===== src/rtl/fetch_pkg.sv =====
// Shared types and constants for the instruction-fetch front end.
package fetch_pkg;

  localparam int          FQ_DEPTH = 2;
  localparam int          CNT_W    = $clog2(FQ_DEPTH + 1);
  localparam logic [31:0] PC_STEP  = 32'd4;

  // One fetched instruction paired with its byte PC.
  typedef struct packed {
    logic [31:0] pc;
    logic [31:0] inst;
  } fetch_pkt_t;

endpackage


===== src/rtl/fetch_queue.sv =====
// Two-entry fetch packet FIFO. The head lives in its own register so the
// outputs to decode come straight from flops and hold still under stall.
module fetch_queue
  import fetch_pkg::*;
(
  input  logic             clk,
  input  logic             rst,
  input  logic             push_i,
  input  fetch_pkt_t       push_pkt_i,
  input  logic             pop_i,
  input  logic             flush_i,
  output fetch_pkt_t       head_o,
  output logic             valid_o,
  output logic [CNT_W-1:0] count_o
);

  fetch_pkt_t       head_q, head_d;
  fetch_pkt_t       tail_q, tail_d;
  logic [CNT_W-1:0] count_q, count_d;

  // Next-state: flush wins; otherwise push/pop in any combination. A pop
  // with an empty queue cannot happen since pop is qualified by valid_o.
  always_comb begin
    head_d  = head_q;
    tail_d  = tail_q;
    count_d = count_q;
    if (flush_i) begin
      count_d = '0;
    end else begin
      unique case ({push_i, pop_i})
        2'b10: begin
          if (count_q == '0) head_d = push_pkt_i;
          else               tail_d = push_pkt_i;
          count_d = count_q + CNT_W'(1);
        end
        2'b01: begin
          head_d  = tail_q;
          count_d = count_q - CNT_W'(1);
        end
        2'b11: begin
          // Count unchanged; new packet lands behind whatever remains.
          if (count_q == CNT_W'(1)) begin
            head_d = push_pkt_i;
          end else begin
            head_d = tail_q;
            tail_d = push_pkt_i;
          end
        end
        default: ;
      endcase
    end
  end

  // Queue storage and occupancy.
  always_ff @(posedge clk or posedge rst) begin
    if (rst) begin
      head_q  <= '0;
      tail_q  <= '0;
      count_q <= '0;
    end else begin
      head_q  <= head_d;
      tail_q  <= tail_d;
      count_q <= count_d;
    end
  end

  assign head_o  = head_q;
  assign valid_o = (count_q != '0);
  assign count_o = count_q;

  // The issue throttle upstream must make these unreachable.
  a_no_overflow : assert property (@(posedge clk) disable iff (rst)
    !(push_i && !pop_i && !flush_i && count_q == CNT_W'(FQ_DEPTH)));
  a_no_underflow : assert property (@(posedge clk) disable iff (rst)
    !(pop_i && count_q == '0));

endmodule


===== src/rtl/fetch_unit.sv =====
// Instruction-fetch front end: owns the PC, addresses the icache every
// cycle, pairs each returned word with its PC and queues it for decode.
module fetch_unit
  import fetch_pkg::*;
#(
  parameter logic [31:0] RESET_PC = 32'h0000_0000
) (
  input  logic        clk,
  input  logic        rst,
  output logic [29:0] icache_addr,
  input  logic [31:0] icache_inst,
  input  logic        redirect_valid,
  input  logic [31:0] redirect_pc,
  output logic        out_valid,
  input  logic        out_ready,
  output logic [31:0] out_pc,
  output logic [31:0] out_inst
);

  logic [31:0]      fetch_pc_q, fetch_pc_d;
  logic [31:0]      req_pc_q, req_pc_d;
  logic             req_valid_q, req_valid_d;
  logic [CNT_W-1:0] count;
  logic             deq, issue, push;
  logic [2:0]       occ;
  logic [31:0]      issue_pc;
  fetch_pkt_t       push_pkt, head;

  assign deq      = out_valid & out_ready;
  assign issue_pc = redirect_valid ? {redirect_pc[31:2], 2'b00} : fetch_pc_q;
  assign icache_addr = issue_pc[31:2];

  // Occupancy after this edge if nothing new were issued; issuing only when
  // it is at most 1 leaves room for the response that lands next cycle.
  assign occ   = 3'(count) + 3'(req_valid_q) - 3'(deq);
  assign issue = redirect_valid | (occ <= 3'd1);

  // A response arriving during a redirect belongs to the dead path.
  assign push        = req_valid_q & ~redirect_valid;
  assign push_pkt.pc   = req_pc_q;
  assign push_pkt.inst = icache_inst;

  // PC and in-flight request bookkeeping.
  always_comb begin
    fetch_pc_d  = fetch_pc_q;
    req_pc_d    = req_pc_q;
    req_valid_d = 1'b0;
    if (issue) begin
      req_pc_d    = issue_pc;
      req_valid_d = 1'b1;
      fetch_pc_d  = issue_pc + PC_STEP;
    end
  end

  // Fetch state registers.
  always_ff @(posedge clk or posedge rst) begin
    if (rst) begin
      fetch_pc_q  <= RESET_PC;
      req_pc_q    <= '0;
      req_valid_q <= 1'b0;
    end else begin
      fetch_pc_q  <= fetch_pc_d;
      req_pc_q    <= req_pc_d;
      req_valid_q <= req_valid_d;
    end
  end

  fetch_queue u_fq (
    .clk        (clk),
    .rst        (rst),
    .push_i     (push),
    .push_pkt_i (push_pkt),
    .pop_i      (deq),
    .flush_i    (redirect_valid),
    .head_o     (head),
    .valid_o    (out_valid),
    .count_o    (count)
  );

  assign out_pc   = head.pc;
  assign out_inst = head.inst;

endmodule

===== config.mk =====
export PLATFORM = sky130hd
export DESIGN_NAME = fetch_unit
export DESIGN_NICKNAME = d
export VERILOG_FILES = /design/src/rtl/fetch_pkg.sv /design/src/rtl/fetch_queue.sv /design/src/rtl/fetch_unit.sv
export SDC_FILE = /design/constraint.sdc
export NUM_CORES = 1
export LEC_CHECK = 0
export BUFFER_PORTS_ARGS = -buffer_cell sky130_fd_sc_hd__buf_2
export CAP_MARGIN = 10
export CORE_MARGIN = 5
export CORE_UTILIZATION = 55
export CTS_BUF_LIST = sky130_fd_sc_hd__clkbuf_16
export CTS_CLUSTER_SIZE = 10
export DETAILED_ROUTE_END_ITERATION = 8
export PLACE_DENSITY = 0.79
export SYNTH_ARGS = -nofsm -noshare
export SYNTH_HDL_FRONTEND = slang
export SYNTH_SLANG_ARGS = --single-unit

===== constraint.sdc =====
create_clock -name clk -period 6.63 [get_ports clk]
set_input_delay 0.9945 -clock clk [delete_from_list [all_inputs] [get_ports clk]]
set_output_delay 0.9945 -clock clk [all_outputs]
set_load 0.02 [all_outputs]

==> impl_metrics.env, run 1 <==
export IMPL_cts_tree="done"
export IMPL_p_leak_nw=4.93
export IMPL_initial_core_util_pct=55.6
export IMPL_grt_util_all_layers_pct=20.7
export IMPL_drt_pass1_iter_count=7
export IMPL_clk_latency_ns=0.42
export IMPL_drive_gt1_share_pct=29.1
export IMPL_place_ws_ns=2.05
export IMPL_synth_distinct_cells=48
export IMPL_max_freq_mhz=233
export IMPL_clk_pin_slew_ns=0.07
export IMPL_synth_ff_type="dfrtp_1"
export IMPL_grt_max_degree=124
export IMPL_crit_path_frequent_cell="inv_1"
export IMPL_fin_total_pwr_mw=5.52
export IMPL_syn_to_final_growth_pct=17.8
export IMPL_skew_ns=0.00810
export IMPL_wl_mm=18.8
export IMPL_gp_congestion=0.860
export IMPL_syn_inst=804
export IMPL_crit_type="reg2reg"
export IMPL_gr_total_overflow=0
export IMPL_switching_share_pct=39.7
export IMPL_vias=6372
export IMPL_drt_iter0_drc=361
export IMPL_synthArstFlopShare_pct=100
export IMPL_numCtsBuffers=17
export IMPL_critPathRequiredTime_ns=6.94
export IMPL_placement_io_buffers=158
export IMPL_clockBufferDepth=2
export IMPL_worstHoldPathType="reg2reg"
export IMPL_crit_fanout=64
export IMPL_post_synth_cell_area_avg_um2=10.9
export IMPL_clkPwrFrac_pct=19.3
export IMPL_min_period_ns=4.28
export IMPL_drv_slew=0
export IMPL_ant_nets=0
export IMPL_hold_violations=0
export IMPL_slew_headroom_pct=27.0
export IMPL_detail_route_wl_per_cell_um=16.1
export IMPL_antenna_found_initial=1
export IMPL_coreArea_mm2=0.0157
export IMPL_cp_slowest_stage_delay_ns=0.77
export IMPL_clock_sinks=187
export IMPL_grt_pass1_wl_mm=30.7
export IMPL_cts_hold_buffers_added=0
export IMPL_p_comb_share_pct=43.0
export IMPL_grt_pass1_vias=6208
export IMPL_synth_seq_cells=187
export IMPL_ir_drop_uv=287
export IMPL_power_per_cell_area_mw_per_mm2=536
export IMPL_syn_cell_area_mm2=0.00874
export IMPL_vias_per_cell=5.44
export IMPL_ys_seq_area_share_pct=53.5
export IMPL_die_y_um=136
export IMPL_tns_ns=0
export IMPL_nets=1017
export IMPL_place_hpwl_mm=12.8
export IMPL_start_kind="flop"
export IMPL_crit_chain="inv_1 > ha_1 > inv_1 > nand2_1 > inv_1 > ha_1 > inv_1 > ha_1 > fa_1 > xnor2_1 > nor2_1 > nor2_2 > buf_4 > inv_2 > buf_4 > mux2_2"
export IMPL_cts_root_buffer="clkbuf_16"
export IMPL_worstPathArrival_ns=4.59
export IMPL_cts_max_level=4
export IMPL_worstMarginPinSlew_ns=1.09
export IMPL_status="finished, final reports clean"
export IMPL_cts_resized=0
export IMPL_drc=0
export IMPL_pin_count=163
export IMPL_p_int_mw=3.33
export IMPL_seq_power_share_pct=37.6
export IMPL_finalCoreUtilization_pct=65.5
export IMPL_maxCapViolCount=0
export IMPL_cts_setup_buffers=0
export IMPL_yosysWarnings=0
export IMPL_synth_edf_count=0
export IMPL_critPathSlowestCell="inv_2"
export IMPL_dieArea_mm2=0.0185
export IMPL_die_w_um=136
export IMPL_setup_viol=0
export IMPL_rsz0062_at_grt="no"
export IMPL_rows=46
export IMPL_setup_slack_ns=2.35
export IMPL_post_route_period_util_pct=64.6
export IMPL_antenna_cells=0
export IMPL_end_kind="flop"
export IMPL_p_sw_mw=2.19
-- cell type report --
cell class	count	area, um2
Timing Repair Buffer	168	866
Clock inverter	15	196
Inverter	34	135
Fill cell	1256	5420
Tap cell	216	270
Sequential cell	187	4680
Multi-Input combinational cell	535	3720
Clock buffer	17	425
-- cell usage after synthesis, types with 7 or more instances --
| master | n | area, um2 |
|---|---|---|
| nand2_1 | 34 | 128 |
| a21oi_1 | 101 | 505 |
| nor2_1 | 118 | 443 |
| o21a_1 | 7 | 52.6 |
| inv_1 | 33 | 124 |
| dfrtp_1 | 187 | 4680 |
| mux2_2 | 69 | 777 |
| clkbuf_1 | 24 | 90.1 |
| xnor2_1 | 16 | 140 |
| o31ai_1 | 12 | 90.1 |
| mux2i_1 | 88 | 881 |
| nand4_1 | 8 | 50.1 |
| buf_2 | 12 | 60.1 |
| nand3_1 | 12 | 60.1 |
-- stage by stage --
| step | hold WS, ns | area [um2] | instances |
|---|---|---|---|
| floorplan | 0.448 | 8740 | 805 |
| global placement | 0.460 | 9670 | 1140 |
| detailed placement | 0.476 | 9670 | 1140 |
| CTS | 0.488 | 10300 | 1172 |
| global route | 0.504 | 10300 | 1172 |
| finish | 0.495 | 10300 | 1172 |
-- placed cells by master (no fill, tap or decap), types with 7 or more instances in the layout --
| cell type | n |
|---|---|
| dfrtp_1 | 187 |
| xnor2_1 | 16 |
| mux2i_1 | 88 |
| buf_4 | 10 |
| mux2_2 | 69 |
| nand4_1 | 8 |
| clkbuf_16 | 17 |
| inv_1 | 33 |
| o31ai_1 | 12 |
| a21oi_1 | 100 |
| nor2_1 | 117 |
| nand3_1 | 12 |
| buf_2 | 158 |
| nand2_1 | 33 |
| o21a_1 | 7 |
-- metal layers --
metal | vias to the layer above | part of all wire, % | GRT usage [%] | routed length (um)
li1 | 3088 | - | - | -
met1 | 3076 | 46 | 30.2 | 8720
met2 | 188 | 46 | 32.4 | 8730
met3 | 18 | 6.2 | 3.70 | 1170
met4 | 2 | 1.2 | 5.54 | 218
met5 | - | 0.069 | 0 | 13
-- critical path: cells and delay by family (launching register included) --
family,cells,cell delay [ns]
and+or+nand+nor,3,0.35
DFF,1,0.42
buffers and inverters,7,1.85
muxes,1,0.37
adders and majority gates,4,1.04
xor gates and xnor gates,1,0.13
-- cell families (layout without fill, tap and decap cells) --
family,Yosys count,after routing,synth area share (%)
AO/OA/AOI/OAI,147,147,9.88
flip-flops,187,187,53.5
AND/OR/NAND/NOR,206,206,10.7
multiplexers,157,157,19.0
adder cells (fa/ha/maj),6,6,0.945
buffers and inverters,83,234,4.25
other,1,2,0.0429
XOR/XNOR,17,17,1.70
-- power groups by stage --
stage	registers [mW]	logic, mW	clock network, mW
4_1_cts	2.08	2.40	1.09
3_5_place_dp	2.10	2.39	0
3_3_place_gp	2.07	2.32	0
2_1_floorplan	2.25	1.55	0
6_report	2.08	2.38	1.07
5_1_grt	2.15	2.64	1.13
-- worst paths after layout --
check	from	end	slack, ns	cells past startpoint
max	u_fq.count_o[1]	req_pc_q[3]	2.35	16
min	fetch_pc_q[31]	fetch_pc_q[31]	0.49	2
max reg2reg	u_fq.count_o[1]	req_pc_q[3]	2.35	16
min reg2reg	fetch_pc_q[31]	fetch_pc_q[31]	0.49	2
max in group asynchronous	rst	u_fq.tail_q[10]	4.50	3
min in group asynchronous	rst	u_fq.tail_q[14]	0.73	2
-- flip-flops by register name (all words and copies together) (netlist names) --
register / count
u_fq.head_o: 62
u_fq.tail_q: 62
fetch_pc_q: 30
req_pc_q: 30
u_fq.count_o: 2
req_valid_q: 1
Power figures use the tool's default switching activity.
==> run 2: changes to the inputs <==
==> constraint.sdc (replaced) <==
create_clock -name clk -period 4.2 [get_ports clk]
set_input_delay 0.63 -clock clk [delete_from_list [all_inputs] [get_ports clk]]
set_output_delay 0.63 -clock clk [all_outputs]
set_load 0.02 [all_outputs]
==> impl_metrics.env, run 2 (synthesis results as in run 1) <==
export IMPL_drt_iter0_drc=325
export IMPL_start_kind="flop"
export IMPL_antenna_found_initial=1
export IMPL_crit_chain="inv_1 > ha_1 > inv_1 > nand2_1 > inv_1 > ha_1 > inv_1 > ha_1 > fa_1 > xnor2_1 > nor2_1 > nor2_2 > inv_2 > buf_4 > nor2_1 > a21oi_1"
export IMPL_status="finished, final reports clean"
export IMPL_clockBufferDepth=2
export IMPL_worstMarginPinSlew_ns=0.940
export IMPL_crit_type="reg2reg"
export IMPL_clk_pin_slew_ns=0.07
export IMPL_gr_total_overflow=0
export IMPL_dieArea_mm2=0.0185
export IMPL_vias_per_cell=5.40
export IMPL_grt_pass1_wl_mm=31.1
export IMPL_wl_mm=19.0
export IMPL_grt_max_degree=101
export IMPL_placement_io_buffers=158
export IMPL_clock_sinks=187
export IMPL_critPathSlowestCell="buf_4"
export IMPL_drt_pass1_iter_count=5
export IMPL_numCtsBuffers=17
export IMPL_worstPathArrival_ns=3.66
export IMPL_post_route_period_util_pct=79.2
export IMPL_holdWs_ns=0.344
export IMPL_min_period_ns=3.33
export IMPL_final_common_cell="dfrtp_1"
export IMPL_grt_pass1_vias=6191
export IMPL_max_freq_mhz=301
export IMPL_ff2ff_setup_slack_ns=0.87
export IMPL_clk_latency_ns=0.42
export IMPL_drive_gt1_share_pct=29.6
export IMPL_final_cell_mix="dfrtp_1, buf_2, nor2_1, a21oi_1, mux2i_1"
export IMPL_die_w_um=136
export IMPL_cts_resized=0
export IMPL_placed_cell_area_mm2=0.00978
export IMPL_ant_nets=0
export IMPL_power_per_cell_area_mw_per_mm2=838
export IMPL_detail_route_wl_per_cell_um=16.1
export IMPL_critPathRequiredTime_ns=4.53
export IMPL_cts_tree="done"
export IMPL_rsz0062_at_grt="no"
export IMPL_place_inst=1150
export IMPL_worstHoldPathType="in2async"
export IMPL_nets=1027
export IMPL_skew_ns=0.00684
export IMPL_cts_hold_buffers_added=0
export IMPL_r2r_start="u_fq.count_o[1]"
export IMPL_cts_root_buffer="clkbuf_16"
export IMPL_cp_slowest_stage_delay_ns=0.43
export IMPL_pin_count=163
export IMPL_cp_depth=16
export IMPL_setup_viol=0
export IMPL_reg2regPathDepth=16
export IMPL_setup_slack_ns=0.874
export IMPL_syn_to_final_growth_pct=18.7
export IMPL_final_area_mm2=0.0104
export IMPL_worst_path_buf_inv=6
export IMPL_drc=0
export IMPL_place_hpwl_mm=13.3
export IMPL_grt_util_all_layers_pct=21.0
export IMPL_crit_fanout=48
export IMPL_r2r_end="req_pc_q[21]"
export IMPL_tns_ns=0
export IMPL_cts_max_level=4
export IMPL_rows=46
export IMPL_coreArea_mm2=0.0157
export IMPL_vias=6387
export IMPL_die_y_um=136
export IMPL_crit_path_frequent_cell="inv_1"
export IMPL_drv_slew=0
export IMPL_ir_drop_uv=490
export IMPL_cts_setup_buffers=0
export IMPL_p_leak_nw=4.98
export IMPL_hold_violations=0
export IMPL_maxCapViolCount=0
export IMPL_gp_congestion=0.831
export IMPL_initial_core_util_pct=55.6
export IMPL_crit_family="adder cells"
export IMPL_place_ws_ns=0.895
export IMPL_end_kind="flop"
export IMPL_finalNonFillerCells=1182
export IMPL_slew_headroom_pct=37.3
run 2: metrics by stage:
stage	total power [mW]	utilization (%)
2_1_floorplan	6.00	-
3_3_place_gp	6.96	62.2
3_5_place_dp	7.12	62.2
4_1_cts	8.78	66.0
5_1_grt	9.31	66.0
6_report	8.70	66.0
run 2: area by class of cell:
type | instances | area (um2)
antenna | 1 | 2.50
clock buffer | 17 | 425
clock inverter | 14 | 168
fill | 1258 | 5340
inverter | 34 | 131
multi-input combinational | 535 | 3720
sequential | 187 | 4680
tap | 216 | 270
timing repair buffer | 178 | 978
run 2: where the power goes:
group | total, mW | internal (mW) | switching, mW
sequential | 3.28 | 2.74 | 0.540
clock | 1.63 | 0.937 | 0.696
combinational | 3.78 | 1.55 | 2.24
run 2: worst max-delay path by stage:
| stage | slack [ns] | startpoint | to |
|---|---|---|---|
| 6_report | 0.87 | u_fq.count_o[1] | req_pc_q[21] |
| 5_1_grt | 0.63 | u_fq.count_o[1] | req_pc_q[21] |
| 4_1_cts | 0.88 | u_fq.count_o[1] | req_pc_q[21] |
| 3_5_place_dp | 0.90 | redirect_valid | fetch_pc_q[26] |
| 3_3_place_gp | 0.96 | redirect_valid | fetch_pc_q[26] |
| 2_1_floorplan | 1.03 | u_fq.count_o[1] | req_pc_q[9] |
run 2: per-layer routing:
layer / global-route usage, % / vias up / part of all wire (%)
met5: 0 / - / 0
met4: 7.78 / 0 / 2.2
met3: 3.44 / 24 / 5.1
met2: 32.4 / 178 / 46
met1: 30.1 / 3062 / 47
li1: - / 3123 / -
==> run 3: changes to the inputs <==
--- a/config.mk
+++ b/config.mk
@@ -5,14 +5,15 @@
 export SDC_FILE = /design/constraint.sdc
 export NUM_CORES = 1
 export LEC_CHECK = 0
+export ABC_AREA = 1
 export BUFFER_PORTS_ARGS = -buffer_cell sky130_fd_sc_hd__buf_2
 export CAP_MARGIN = 10
 export CORE_MARGIN = 5
-export CORE_UTILIZATION = 55
+export CORE_UTILIZATION = 51
 export CTS_BUF_LIST = sky130_fd_sc_hd__clkbuf_16
 export CTS_CLUSTER_SIZE = 10
 export DETAILED_ROUTE_END_ITERATION = 8
-export PLACE_DENSITY = 0.79
+export PLACE_DENSITY = 0.77
 export SYNTH_ARGS = -nofsm -noshare
 export SYNTH_HDL_FRONTEND = slang
 export SYNTH_SLANG_ARGS = --single-unit
==> constraint.sdc (replaced) <==
create_clock -name clk -period 2.73 [get_ports clk]
set_input_delay 0.4095 -clock clk [delete_from_list [all_inputs] [get_ports clk]]
set_output_delay 0.4095 -clock clk [all_outputs]
set_load 0.02 [all_outputs]
==> impl_metrics.env, run 3 <==
export IMPL_ys_seq_area_share_pct=51.4
export IMPL_detail_route_wl_per_cell_um=15.2
export IMPL_holdWs_ns=0.167
export IMPL_grt_max_degree=127
export IMPL_clk_pin_slew_ns=0.07
export IMPL_initial_core_util_pct=52.2
export IMPL_clk_latency_ns=0.42
export IMPL_finalCoreUtilization_pct=62.5
export IMPL_antenna_found_initial=0
export IMPL_place_ws_ns=0.0359
export IMPL_worstMarginPinSlew_ns=0.756
export IMPL_post_route_period_util_pct=96.3
export IMPL_nets=1266
export IMPL_die_w_um=144
export IMPL_wl_mm=21.7
export IMPL_yosysWarnings=0
export IMPL_numCtsBuffers=17
export IMPL_syn_inst=1045
export IMPL_drt_iter0_drc=508
export IMPL_placement_io_buffers=158
export IMPL_power_per_cell_area_mw_per_mm2=1250
export IMPL_fill_cells=1523
export IMPL_rows=48
export IMPL_end_kind="flop"
export IMPL_p_int_mw=8.00
export IMPL_cts_root_buffer="clkbuf_16"
export IMPL_synth_edf_count=0
export IMPL_ff2ff_setup_slack_ns=0.10
export IMPL_syn_cell_area_mm2=0.00910
export IMPL_drt_pass1_iter_count=5
export IMPL_synth_ff_type="dfrtp_1"
export IMPL_slew_headroom_pct=49.6
export IMPL_cts_setup_buffers=0
export IMPL_synthArstFlopShare_pct=100
export IMPL_setup_slack_ns=0.101
export IMPL_drv_slew=0
export IMPL_worstPathArrival_ns=2.96
export IMPL_setup_viol=0
export IMPL_grt_pass1_wl_mm=36.1
export IMPL_crit_fanout=14
export IMPL_antenna_cells=0
export IMPL_ir_drop_uv=606
export IMPL_skew_ns=0.00880
export IMPL_clockBufferDepth=2
export IMPL_gp_congestion=0.899
export IMPL_coreArea_mm2=0.0174
export IMPL_yosysTopAreaCellShare_pct=51.4
export IMPL_syn_to_final_growth_pct=19.6
export IMPL_rsz0062_at_grt="yes"
export IMPL_final_common_cell="nand2_1"
export IMPL_reg2regPathDepth=17
export IMPL_drc=0
export IMPL_r2r_start="u_fq.count_o[0]"
export IMPL_vias=7564
export IMPL_p_leak_nw=5.12
export IMPL_synth_seq_cells=187
export IMPL_grt_util_all_layers_pct=21.7
export IMPL_grt_pass1_vias=7256
export IMPL_final_cell_mix="nand2_1, dfrtp_1, buf_2, nor2_1, nand3_1"
export IMPL_drive_gt1_share_pct=28.7
export IMPL_post_synth_cell_area_avg_um2=8.71
export IMPL_synth_common_cells="nand2_1, dfrtp_1, nor2_1, nand3_1, inv_1"
export IMPL_seq_power_share_pct=35.8
export IMPL_status="finished, final reports clean"
export IMPL_gr_total_overflow=0
export IMPL_yosysTopAreaCell="dfrtp_1"
export IMPL_ant_nets=0
export IMPL_p_comb_share_pct=45.1
export IMPL_place_hpwl_mm=15.0
export IMPL_clock_sinks=187
export IMPL_die_y_um=144
export IMPL_min_period_ns=2.63
export IMPL_crit_type="reg2reg"
export IMPL_synth_most_common_cell="nand2_1"
export IMPL_startpoint="u_fq.count_o[0]"
export IMPL_hold_violations=0
export IMPL_dieArea_mm2=0.0206
export IMPL_tns_ns=0
export IMPL_critPathRequiredTime_ns=3.07
export IMPL_cts_tree="done"
export IMPL_max_freq_mhz=380
export IMPL_p_sw_mw=5.66
export IMPL_r2r_end="fetch_pc_q[15]"
export IMPL_worstSetupEndpoint="fetch_pc_q[15]"
export IMPL_start_kind="flop"
export IMPL_clkPwrFrac_pct=19.1
export IMPL_switching_share_pct=41.5
export IMPL_pin_count=163
export IMPL_synth_distinct_cells=40
export IMPL_final_area_mm2=0.0109
export IMPL_maxCapViolCount=0
export IMPL_synth_area_leaders="dfrtp_1, nand2_1, nand3_1"
export IMPL_placed_cell_area_mm2=0.0102
export IMPL_worstHoldPathType="in2async"
export IMPL_cts_max_level=4
export IMPL_vias_per_cell=5.29
-- run 3: worst min-delay path by stage --
stage	startpoint	to	slack, ns	cells after the start
2_1_floorplan	fetch_pc_q[31]	fetch_pc_q[31]	0.44	2
3_3_place_gp	fetch_pc_q[31]	fetch_pc_q[31]	0.46	2
3_5_place_dp	fetch_pc_q[31]	fetch_pc_q[31]	0.46	2
4_1_cts	icache_inst[27]	u_fq.tail_q[27]	0.22	2
5_1_grt	icache_inst[5]	u_fq.tail_q[5]	0.22	2
6_report	rst	u_fq.tail_q[35]	0.17	3
-- run 3: stage by stage --
step / total power, mW / instances
finish: 13.7 / 1430
global route: 14.7 / 1430
detailed placement: 10.9 / 1397
CTS: 13.6 / 1429
global placement: 10.7 / 1397
floorplan: 9.13 / 1046
-- run 3: cells by family after synthesis --
group,count (synthesis),share of synthesized area (%)
buffers and inverters,134,6.56
XOR/XNOR,2,0.193
AO/OA/AOI/OAI,152,10.2
other,1,0.0412
multiplexers,34,4.21
adder cells (fa/ha/maj),6,0.908
AND/OR/NAND/NOR,529,26.4
flip-flops,187,51.4
-- run 3: final cells by class --
class	count	area [um2]	share of cell area, %
Sequential cell	187	4680	43.0
Tap cell	225	282	2.59
Inverter	72	284	2.61
Clock buffer	17	425	3.91
Multi-Input combinational cell	725	3920	36.1
Timing Repair Buffer	189	1090	10.1
Clock inverter	15	195	1.79
-- run 3: power by group through the flow --
stage	registers, mW	clock network, mW	logic [mW]
2_1_floorplan	5.38	0	3.74
3_3_place_gp	4.87	0	5.84
3_5_place_dp	4.94	0	6.00
4_1_cts	4.90	2.65	6.05
5_1_grt	5.08	2.76	6.86
6_report	4.90	2.61	6.16
-- run 3: routing by layer --
layer  up-vias  wire length, um  GRT usage (%)
met1      3553            10100           31.2
met3        34             1410           3.69
li1       3735                -              -
met4         0              353           6.74
met5         -                0              0
met2       242             9880           33.9
-- run 3: critical path: stages, from the launching register on --
cell and delay [ns]:
dfrtp_1 0.40, inv_2 0.08, ha_4 0.15, inv_6 0.03
nand2_4 0.06, inv_2 0.05, ha_4 0.26, inv_2 0.04
ha_4 0.15, fa_2 0.42, nor2_2 0.10, nand2_2 0.09
nand2_4 0.11, clkinv_4 0.11, buf_12 0.17, nor2_1 0.10
inv_1 0.07, o211ai_1 0.16
-- run 3: repair_timing --
item | in CTS | in global routing
pin swaps | 0 | 2
endpoints found under the hold margin | 0 | 0
cloned | 0 | 1
hold buffers | 0 | 0
gates resized for setup | 1 | 13
endpoints found under the setup margin | 1 | 43
